==> src/rtl/control_registro_desplazable.sv <==
// control_registro_desplazable
// Sequencer for a WIDTH-bit shift register. Takes one command at a time over
// a valid/ready handshake and drives the register to load, serialize, rotate
// or deserialize a word. Completion is flagged with a one-cycle DONE pulse.
// Ports:
//   clk, RST_N                      clock, async active-low reset
//   CMD_VALID/CMD_READY             command handshake (READY only in IDLE)
//   CMD_OP/DIR/DATA/AMT/FILL        command fields, latched on accept
//   SIN_EXT                         serial input for deserialize
//   SER_BIT/SER_VALID               bit leaving the register while serializing
//   RESULT, DONE, ERR               final register word, completion, illegal op
//   REG_ENB/DIR/SIN/MODO/D          registered controls to the shift register
//   REG_Q, REG_SOUT                 register contents and serial output
module control_registro_desplazable #(
  parameter int unsigned WIDTH = 4,
  parameter int unsigned CNT_W = 2
) (
  input  logic             clk,
  input  logic             RST_N,
  input  logic             CMD_VALID,
  output logic             CMD_READY,
  input  logic [1:0]       CMD_OP,
  input  logic             CMD_DIR,
  input  logic [WIDTH-1:0] CMD_DATA,
  input  logic [CNT_W-1:0] CMD_AMT,
  input  logic             CMD_FILL,
  input  logic             SIN_EXT,
  output logic             SER_BIT,
  output logic             SER_VALID,
  output logic [WIDTH-1:0] RESULT,
  output logic             DONE,
  output logic             ERR,
  output logic             REG_ENB,
  output logic             REG_DIR,
  output logic             REG_SIN,
  output logic [1:0]       REG_MODO,
  output logic [WIDTH-1:0] REG_D,
  input  logic [WIDTH-1:0] REG_Q,
  input  logic             REG_SOUT
);

  localparam logic [1:0] OP_SER = 2'b00;
  localparam logic [1:0] OP_ROT = 2'b01;
  localparam logic [1:0] OP_DES = 2'b10;

  localparam logic [1:0] MODO_SHIFT = 2'b00;
  localparam logic [1:0] MODO_ROT   = 2'b01;
  localparam logic [1:0] MODO_LOAD  = 2'b10;

  localparam logic [CNT_W-1:0] CNT_LAST = CNT_W'(WIDTH - 1);

  typedef enum logic [2:0] {
    S_IDLE,
    S_LOAD,
    S_SHIFT,
    S_ROT,
    S_DONE
  } state_t;

  state_t           state_q;
  logic [CNT_W-1:0] cnt_q;
  logic [1:0]       op_q;
  logic             fill_q;
  logic [CNT_W-1:0] amt_q;
  logic [WIDTH-1:0] result_q;
  logic             err_q;
  logic             reg_enb_q;
  logic             reg_dir_q;
  logic             reg_sin_q;
  logic [1:0]       reg_modo_q;
  logic [WIDTH-1:0] reg_d_q;
  logic             accept;

  assign CMD_READY = (state_q == S_IDLE);
  assign accept    = CMD_VALID & CMD_READY;
  assign SER_VALID = (state_q == S_SHIFT) && (op_q == OP_SER);
  assign SER_BIT   = REG_SOUT;
  assign DONE      = (state_q == S_DONE);
  // The register settles on the edge entering DONE, so show it live during
  // DONE and hold the captured copy afterwards.
  assign RESULT    = (state_q == S_DONE) ? REG_Q : result_q;
  assign ERR       = err_q;
  assign REG_ENB   = reg_enb_q;
  assign REG_DIR   = reg_dir_q;
  assign REG_SIN   = reg_sin_q;
  assign REG_MODO  = reg_modo_q;
  assign REG_D     = reg_d_q;

  // Sequencer: register controls are set up one edge ahead of the state they serve.
  always_ff @(posedge clk or negedge RST_N) begin
    if (!RST_N) begin
      state_q    <= S_IDLE;
      cnt_q      <= '0;
      op_q       <= OP_SER;
      fill_q     <= 1'b0;
      amt_q      <= '0;
      result_q   <= '0;
      err_q      <= 1'b0;
      reg_enb_q  <= 1'b0;
      reg_dir_q  <= 1'b0;
      reg_sin_q  <= 1'b0;
      reg_modo_q <= MODO_SHIFT;
      reg_d_q    <= '0;
    end else begin
      err_q <= 1'b0;
      unique case (state_q)
        S_IDLE: begin
          if (accept) begin
            op_q   <= CMD_OP;
            fill_q <= CMD_FILL;
            amt_q  <= CMD_AMT;
            unique case (CMD_OP)
              OP_SER, OP_ROT: begin
                state_q    <= S_LOAD;
                reg_enb_q  <= 1'b1;
                reg_modo_q <= MODO_LOAD;
                reg_d_q    <= CMD_DATA;
                reg_dir_q  <= CMD_DIR;
              end
              OP_DES: begin
                state_q    <= S_SHIFT;
                cnt_q      <= CNT_LAST;
                reg_enb_q  <= 1'b1;
                reg_modo_q <= MODO_SHIFT;
                reg_dir_q  <= CMD_DIR;
                reg_sin_q  <= SIN_EXT;
              end
              default: begin
                err_q <= 1'b1;
              end
            endcase
          end
        end
        S_LOAD: begin
          if (op_q == OP_SER) begin
            state_q    <= S_SHIFT;
            cnt_q      <= CNT_LAST;
            reg_modo_q <= MODO_SHIFT;
            reg_sin_q  <= fill_q;
          end else if (amt_q != '0) begin
            state_q    <= S_ROT;
            cnt_q      <= amt_q - CNT_W'(1);
            reg_modo_q <= MODO_ROT;
          end else begin
            state_q   <= S_DONE;
            reg_enb_q <= 1'b0;
          end
        end
        S_SHIFT: begin
          if (cnt_q == '0) begin
            state_q   <= S_DONE;
            reg_enb_q <= 1'b0;
          end else begin
            cnt_q <= cnt_q - CNT_W'(1);
            if (op_q == OP_DES) begin
              reg_sin_q <= SIN_EXT;
            end
          end
        end
        S_ROT: begin
          if (cnt_q == '0) begin
            state_q   <= S_DONE;
            reg_enb_q <= 1'b0;
          end else begin
            cnt_q <= cnt_q - CNT_W'(1);
          end
        end
        S_DONE: begin
          state_q  <= S_IDLE;
          result_q <= REG_Q;
        end
        default: begin
          state_q   <= S_IDLE;
          reg_enb_q <= 1'b0;
        end
      endcase
    end
  end

endmodule

==> config.mk <==
export PLATFORM = sky130hd
export DESIGN_NAME = control_registro_desplazable
export DESIGN_NICKNAME = d
export VERILOG_FILES = /design/src/rtl/control_registro_desplazable.sv
export SDC_FILE = /design/constraint.sdc
export NUM_CORES = 1
export LEC_CHECK = 0
export CORE_UTILIZATION = 45
export DETAILED_ROUTE_END_ITERATION = 8
export MAX_ROUTING_LAYER = met4
export PLACE_DENSITY = 0.78
export REMOVE_ABC_BUFFERS = 1
export SYNTH_ARGS = -nofsm -noshare
export SYNTH_HDL_FRONTEND = slang
export SYNTH_SLANG_ARGS = --single-unit
==> constraint.sdc <==
create_clock -name clk -period 2.27 [get_ports clk]
set_clock_uncertainty 0.1 [all_clocks]
set_input_delay 0.227 -clock clk [delete_from_list [all_inputs] [get_ports clk]]
set_output_delay 0.227 -clock clk [all_outputs]
set_load 0.02 [all_outputs]
## Word-level counts from Yosys, hierarchy flattened

Index checks and enable logic that the tools add are counted.
W data, S select, Z words.

- Flip-flop bits (word level): 24
- Input bits: 19
- Output and inout bits: 18

- $add $sub $neg: 2
- Equal/unequal tests: 19
- Muxes and demuxes: 33
- Bitwise gates (word level): 2
- Reduce and logical (&&, ||, !) cells: 20

Operators with widths:

| cell | count |
|---|---|
| $mux W2 | 8 |
| $mux W1 | 13 |
| $mux W3 | 4 |
| $ne A2 B2 Y1 const B | 6 |
| $reduce_and A6 Y1 | 2 |
| $pmux W3 S3 | 1 |
| $reduce_and A3 Y1 | 3 |
| $ne A2 B1 Y1 const B | 4 |
| $pmux W2 S2 | 2 |
| $eq A3 B2 Y1 const B | 2 |
| $logic_not A2 Y1 | 3 |
| $pmux W2 S3 | 1 |
| $pmux W3 S2 | 1 |
| $reduce_bool A3 Y1 | 2 |
| $reduce_and A5 Y1 | 1 |
| $eq A2 B2 Y1 const B | 2 |
| $mux W4 | 1 |
| $pmux W1 S4 | 1 |
| $reduce_and A4 Y1 | 1 |
| $reduce_bool A2 Y1 | 2 |
| $reduce_or A2 Y1 | 2 |
| $sub A2 B1 Y2 const B | 2 |
| $eq A3 B1 Y1 const B | 1 |
| $eq A3 B3 Y1 const B | 1 |
| 10 further kinds | 10 |

## Depth between registers and ports, before layout

Gate-level depths: netlist of the first run.

- Word-level depth: 5
- Mapped depth: 6
- Depth with buffers taken out: 6

## Least setup slack after synthesis of the first run

No wires, ideal clock.

- Path type: register to output
- Start point: register state_q[1]
- End point: output port RESULT[0]
- Arrival time: 1.516 ns
- Path slack: 0.427 ns
- Stages on the path, launching flop included: 6
- Cell sequence: dfrtp_1 > buf_6 > nor2_1 > and2_1 > clkbuf_1 > mux2_2

- Cells in the longest elaborated chain, start to end: 2

Ends and longest elaborated chain:

| item | line | source |
|---|---|---|
| start, declared | 60 | `state_t state_q;` |
| start signal, assigned | 92 | `state_q <= S_IDLE;` |
| start signal, assigned | 114 | `state_q <= S_LOAD;` |
| start signal, assigned | 121 | `state_q <= S_SHIFT;` |
| $eq A3 B3 Y1 | - |  |
| net DONE | 31 | `output logic DONE,` |
| $mux W4 | - |  |
| end, declared | 30 | `output logic [WIDTH-1:0] RESULT,` |

The timed path passes the listed nets, and every way through them passes these cells.

## Final worst setup path of the first run

- Start point: register state_q[1]
- End point: output port RESULT[0]

- Cells in the longest elaborated chain, start to end: 2

Ends and longest elaborated chain:

| item | line | source |
|---|---|---|
| $eq A3 B3 Y1 | 81 | `assign RESULT = (state_q == S_DONE) ? REG_Q : result_q;` |
| $mux W4 | - |  |

Every way passes these cells.

==> results.txt, run 1 <==
Status: finished clean
WP buf/inv: 1
Die ar.: 2810 um2
Mapped cell area: 1170 um2
Synth area leaders: dfrtp_1 (51%), mux2_2 (12%), mux2_4 (5.1%)
R2r setup slk: 0.44 ns
# Post-CTS Setup Buffers: 0
Placed cell count: 164
Detail Placement HPWL: 1740 um
Starting density of the core: 47.3%
Crit path max-delay family: flip-flops
Critical path data arrival time: 1.77 ns
CP Class: flip-flop to output port
Unrepaired setup endpoints after global routing: false
Port buffer count: 34
Area share of the largest cell type after synthesis: 51.2%
Post-synthesis sequential area ratio: 51.2%
Worst path required time: 1.94 ns
Critical-path top delay cell: dfrtp_1
CP endpoint: RESULT[0]
Max Cap Viol: 0
Warnings, synthesis: 0
Non-filler cells, final: 168
Wire per inst: 13.3 um
Routed via count: 888
Die X: 53.0 um
Clk Latency, worst-skew pair: 0.31 ns
Max_slew headroom: 71.2%
Largest net degree at the start of global routing: 25
Worst path depth: 4
CTS Buf Count: 3
PostCTS Resize Cnt: 6
Max VDD drop: 0.857 mV
Worst Slack Setup Final: 0.171 ns
GP Congestion: 0.855
Critical Path Start: state_q[1]
CTS tree: yes
Distinct cells, synth: 32
# IOs: 37
Fin. max-slew vios: 0
R2R depth: 6
Number of hold buffers added after CTS: 0
Pre-CTS setup slack: 0.237 ns
Vias/cell: 5.29
Filler cell count: 213
Syn avg cell area: 11.7 um2
Slew at the pin with the worst max-slew slack: 0.426 ns
Area Overhead vs Synth: 35.4%
Leakage power: 0.748 nW
Max incr delay on CP: 0.40 ns
Fin crit period: 2.10 ns
Commonest non-fill, non-tap cell in the layout: clkdlybuf4s50_1
Startpoint types: flip-flop
Final setup violation count: 0
Endpoints failing hold: 0
Die Y: 53.0 um
Crit Reg-Reg Endpoint: REG_D[0]
F_max: 476 MHz
Nets: 160
CORE AREA: 2480 um2
Max H-tree Level: 1
Mapped Cells: 100
Hold slack final: 0.161 ns
Fraction of registers with async set/reset: 100%
CTS Root Cell: clkbuf_4
Worst hold path type: input pin to asynchronous set/reset pin
Number of DRC markers in iteration 0: 23
Post-synth EDFFs: 0
Drt drc: 0
Most frequent cells in the layout: clkdlybuf4s50_1 (28), dfrtp_1 (24), mux2_2 (13)
DRT Wirelength: 2230 um
Critical-path cell list: nor2_1, and2_2, mux2_2, dlygate4sd2_1
Pwr Total: 2.16 mW
R2r startpoint: state_q[0]
Synth area leader: dfrtp_1
Yosys reg bits: 24
Antenna Cells: 0
Worst-path clk slew: 0.13 ns
Final Cycle Share: 92.5%
Layout cell share with drive strength beyond 1: 23.2%
Row count: 18
CTS sink count: 24
Initial antenna violation count: 0
Worst Path Max Fanout: 5
Most used flip-flop cell after synthesis: dfrtp_1
Clk buf depth: 2
Total grt overflow: 0
Setup TNS Final: 0 ns
Vias in the first global route: 797
CP endpoint kind: output port
PD cells: 1360 nW/um2
First-pass iteration count of the detailed router: 4
Final ANT Viol Nets: 0
GRT Total Usage: 17.3%
First-pass GRT wire length: 3420 um
[stage by stage]
| stage | utilization (%) | instance area (um2) |
|---|---|---|
| final | 64.1 | 1590 |
| after global routing | 64.1 | 1590 |
| after CTS | 64.0 | 1590 |
| after detailed placement | 62.7 | 1550 |
| after global placement | 62.7 | 1550 |
| after floorplan | - | 1150 |
[cell usage after synthesis (all sizes together) (2+ instances only)]
master	number
dfrtp	24
mux2	17
nand2	9
inv	7
o21ai	6
nand3	4
nor2	4
a21oi	3
buf	2
clkbuf	2
ha	2
nor2b	2
nor4b	2
o22ai	2
[cell families (layout without fill, tap and decap cells)]
family | Yosys count | count (layout) | share of synthesized area, %
flip-flops | 24 | 24 | 51.2
AND/OR/NAND/NOR | 28 | 28 | 14.7
multiplexers | 18 | 18 | 18.5
AO/OA/AOI/OAI | 16 | 16 | 8.54
buffers and inverters | 12 | 50 | 4.91
adder cells (fa/ha/maj) | 2 | 2 | 2.13
[report_power, final]
part	total [mW]	switching [mW]	leakage (nW)	internal, mW
clock	0.219	0.121	0.0210	0.0979
sequential	0.738	0.112	0.291	0.626
combinational	1.20	0.604	0.436	0.598
[how the worst min path moves through the flow]
stage | slack (ns) | cells after the start | endpoint
final | 0.16 | 2 | REG_MODO[1]
after global routing | 0.18 | 2 | REG_MODO[1]
after CTS | 0.17 | 2 | REG_MODO[1]
after detailed placement | 0.35 | 0 | SER_BIT
after global placement | 0.35 | 0 | SER_BIT
after floorplan | -0.17 | 0 | ERR
[state kept, by name (all words and copies together) (netlist names)]
signal and flops:
ERR 1, REG_D 4, REG_DIR 1, REG_ENB 1, REG_MODO 2, REG_SIN 1, amt_q 2, cnt_q 2
fill_q 1, op_q 2, result_q 4, state_q 3
[metal layers]
layer	vias to the layer above	track usage [%]	routed length, um
met5	-	-	0
met4	0	3.95	23
met3	5	2.59	165
met2	43	29.1	1120
met1	414	21.9	925
li1	426	-	-
[worst register-to-register path: stages (launching register included)]
cell and delay [ns]:
dfrtp_1 0.41, buf_4 0.17, or3_4 0.40, clkinv_2 0.08
nand2_4 0.10, nor2_8 0.16, mux2_4 0.32
[area by class of cell]
type | count | area (um2) | area share (%)
Multi-Input combinational cell | 64 | 515 | 32.5
Clock buffer | 4 | 36.3 | 2.29
Tap cell | 30 | 37.5 | 2.36
Timing Repair Buffer | 38 | 367 | 23.1
Sequential cell | 24 | 601 | 37.8
Inverter | 8 | 31.3 | 1.97
(Power assumes the default switching activity.)
==> run 2: changes to the inputs <==
--- a/config.mk
+++ b/config.mk
@@ -5,6 +5,7 @@
 export SDC_FILE = /design/constraint.sdc
 export NUM_CORES = 1
 export LEC_CHECK = 0
+export ABC_CLOCK_PERIOD_IN_PS = 2270
 export CORE_UTILIZATION = 45
 export DETAILED_ROUTE_END_ITERATION = 8
 export MAX_ROUTING_LAYER = met4
==> results of run 2 <==
The final DEF is identical to that of run 1; final timing and power are the same.
==> run 3: changes to the inputs <==
--- a/config.mk
+++ b/config.mk
@@ -11,6 +11,7 @@
 export MAX_ROUTING_LAYER = met4
 export PLACE_DENSITY = 0.78
 export REMOVE_ABC_BUFFERS = 1
+export SKIP_CTS_REPAIR_TIMING = 1
 export SYNTH_ARGS = -nofsm -noshare
 export SYNTH_HDL_FRONTEND = slang
 export SYNTH_SLANG_ARGS = --single-unit
==> run 3 against run 2 <==
Against the previous run:
- count of clock-buffer cells in the layout unchanged
- first-iteration DRC count did not move
- setup slack improved by 0.060 ns
- final cell count did not move
- design area is 1.2% higher
- sequential power barely moved
- worst hold slack is essentially flat
- total power rose by 1.3%
- clock power is essentially flat
- global-route usage unchanged
- critical path depth shrank 1
==> results.txt, run 3 (same netlist as run 1, synthesis figures left out) <==
Status: finished clean
R2r startpoint: state_q[0]
GP Congestion: 0.855 (unchanged)
GRT Total Usage: 17.3% (unchanged)
Placed cell count: 164 (unchanged)
Vias/cell: 5.33 (+0.90%)
Worst Slack Setup Final: 0.231 ns (+0.0600 ns)
Crit Reg-Reg Endpoint: REG_D[0]
Layout cell share with drive strength beyond 1: 23.2% (unchanged)
CTS Root Cell: clkbuf_4
Commonest non-fill, non-tap cell in the layout: clkdlybuf4s50_1
Worst Path Max Fanout: 5 (unchanged)
Max_slew headroom: 71.1% (-0.10 points)
Worst path required time: 1.94 ns (about the same)
First-pass GRT wire length: 3420 um (unchanged)
Max VDD drop: 0.870 mV (+1.5%)
Pre-CTS setup slack: 0.237 ns (unchanged)
Number of DRC markers in iteration 0: 23 (unchanged)
CTS sink count: 24 (unchanged)
Nets: 160 (unchanged)
F_max: 490 MHz (+2.9%)
# IOs: 37 (unchanged)
Startpoint types: flip-flop
Row count: 18 (unchanged)
Fin crit period: 2.04 ns (-0.0600 ns)
Routed via count: 896 (+0.90%)
Slew at the pin with the worst max-slew slack: 0.427 ns (+0.00153 ns)
Vias in the first global route: 799 (+0.25%)
First-pass iteration count of the detailed router: 4 (unchanged)
Total grt overflow: 0 (unchanged)
Antenna Cells: 0 (unchanged)
R2r setup slk: 0.44 ns (about the same)
Clk buf depth: 2 (unchanged)
Die Y: 53.0 um (unchanged)
CTS tree: yes
Clk Latency, worst-skew pair: 0.31 ns (about the same)
Leakage power: 0.796 nW (+6.4%)
Drt drc: 0 (unchanged)
Critical path data arrival time: 1.71 ns (-0.06 ns)
Endpoints failing hold: 0 (unchanged)
Unrepaired setup endpoints after global routing: false
Initial antenna violation count: 0 (unchanged)
Area Overhead vs Synth: 37.0%
Fin. max-slew vios: 0 (unchanged)
CP Class: flip-flop to output port
Wire per inst: 13.4 um (+1.2%)
Most frequent cells in the layout: clkdlybuf4s50_1 (28), dfrtp_1 (24), mux2_2 (13)
Non-filler cells, final: 168 (unchanged)
Detail Placement HPWL: 1740 um (unchanged)
Port buffer count: 34 (unchanged)
PD cells: 1360 nW/um2 (+0.14%)
Final Core Density: 64.8% (+0.76 points)
CORE AREA: 2480 um2 (unchanged)
Worst-path clk slew: 0.13 ns (about the same)
Final setup violation count: 0 (unchanged)
Final ANT Viol Nets: 0 (unchanged)
Largest net degree at the start of global routing: 25 (unchanged)
CTS Buf Count: 3 (unchanged)
Max H-tree Level: 1 (unchanged)
Die X: 53.0 um (unchanged)
Final Cycle Share: 89.8% (-2.6 points)
DRT Wirelength: 2260 um (+1.2%)
Setup TNS Final: 0 ns (unchanged)
R2R depth: 6 (unchanged)
CP endpoint kind: output port
Die ar.: 2810 um2 (unchanged)
Starting density of the core: 47.3% (unchanged)
Max Cap Viol: 0 (unchanged)
Worst hold path type: input pin to asynchronous set/reset pin
[run 3: cell types whose count changed in the layout (fill, tap and decap cells not counted), sizes merged]
cell and change:
dlymetal6s2s +5, dlygate4sd2 -5
[run 3: metal layers]
layer	GRT usage (%)	share of wire, %	vias up
met5	-	0	-
met4	3.95	1.0	0
met3	2.59	8.4	5
met2	29.1	50	46
met1	21.9	41	419
li1	-	-	426
[run 3: worst max-delay path, stage by stage (launching register included)]
cell and delay, ns:
dfrtp_1 0.41, nor2_1 0.15, and2_2 0.23, clkdlybuf4s50_1 0.61
[run 3: layout make-up]
| cell class | instances | area (um2) |
|---|---|---|
| Clock buffer | 4 | 36.3 |
| Fill cell | 206 | 871 |
| Timing Repair Buffer | 38 | 385 |
| Multi-Input combinational cell | 64 | 515 |
| Tap cell | 30 | 37.5 |
| Sequential cell | 24 | 601 |
| Inverter | 8 | 31.3 |
[run 3: worst max-delay path by stage]
stage / startpoint / end / slack, ns / depth (start not counted)
after floorplan: state_q[0] / REG_D[0] / 0.53 / 5
after global placement: state_q[1] / RESULT[1] / 0.27 / 4
after detailed placement: state_q[0] / RESULT[3] / 0.24 / 4
after CTS: state_q[1] / RESULT[0] / -0.11 / 4
after global routing: state_q[1] / DONE / 0.08 / 3
final: state_q[0] / DONE / 0.23 / 3
[run 3: through the flow]
step	hold slack [ns]	total power [mW]	area, um2
2_1_floorplan	-0.169	1.52	1150
3_3_place_gp	0.354	1.95	1550
3_5_place_dp	0.354	2.00	1550
4_1_cts	0.173	2.22	1590
5_1_grt	0.181	2.35	1610
6_report	0.161	2.19	1610
[run 3: report_power, final]
| part | internal, mW | switching [mW] | total, mW |
|---|---|---|---|
| clock network | 0.0979 | 0.121 | 0.219 |
| logic | 0.623 | 0.606 | 1.23 |
| registers | 0.626 | 0.113 | 0.739 |
| total | 1.35 | 0.841 | 2.19 |
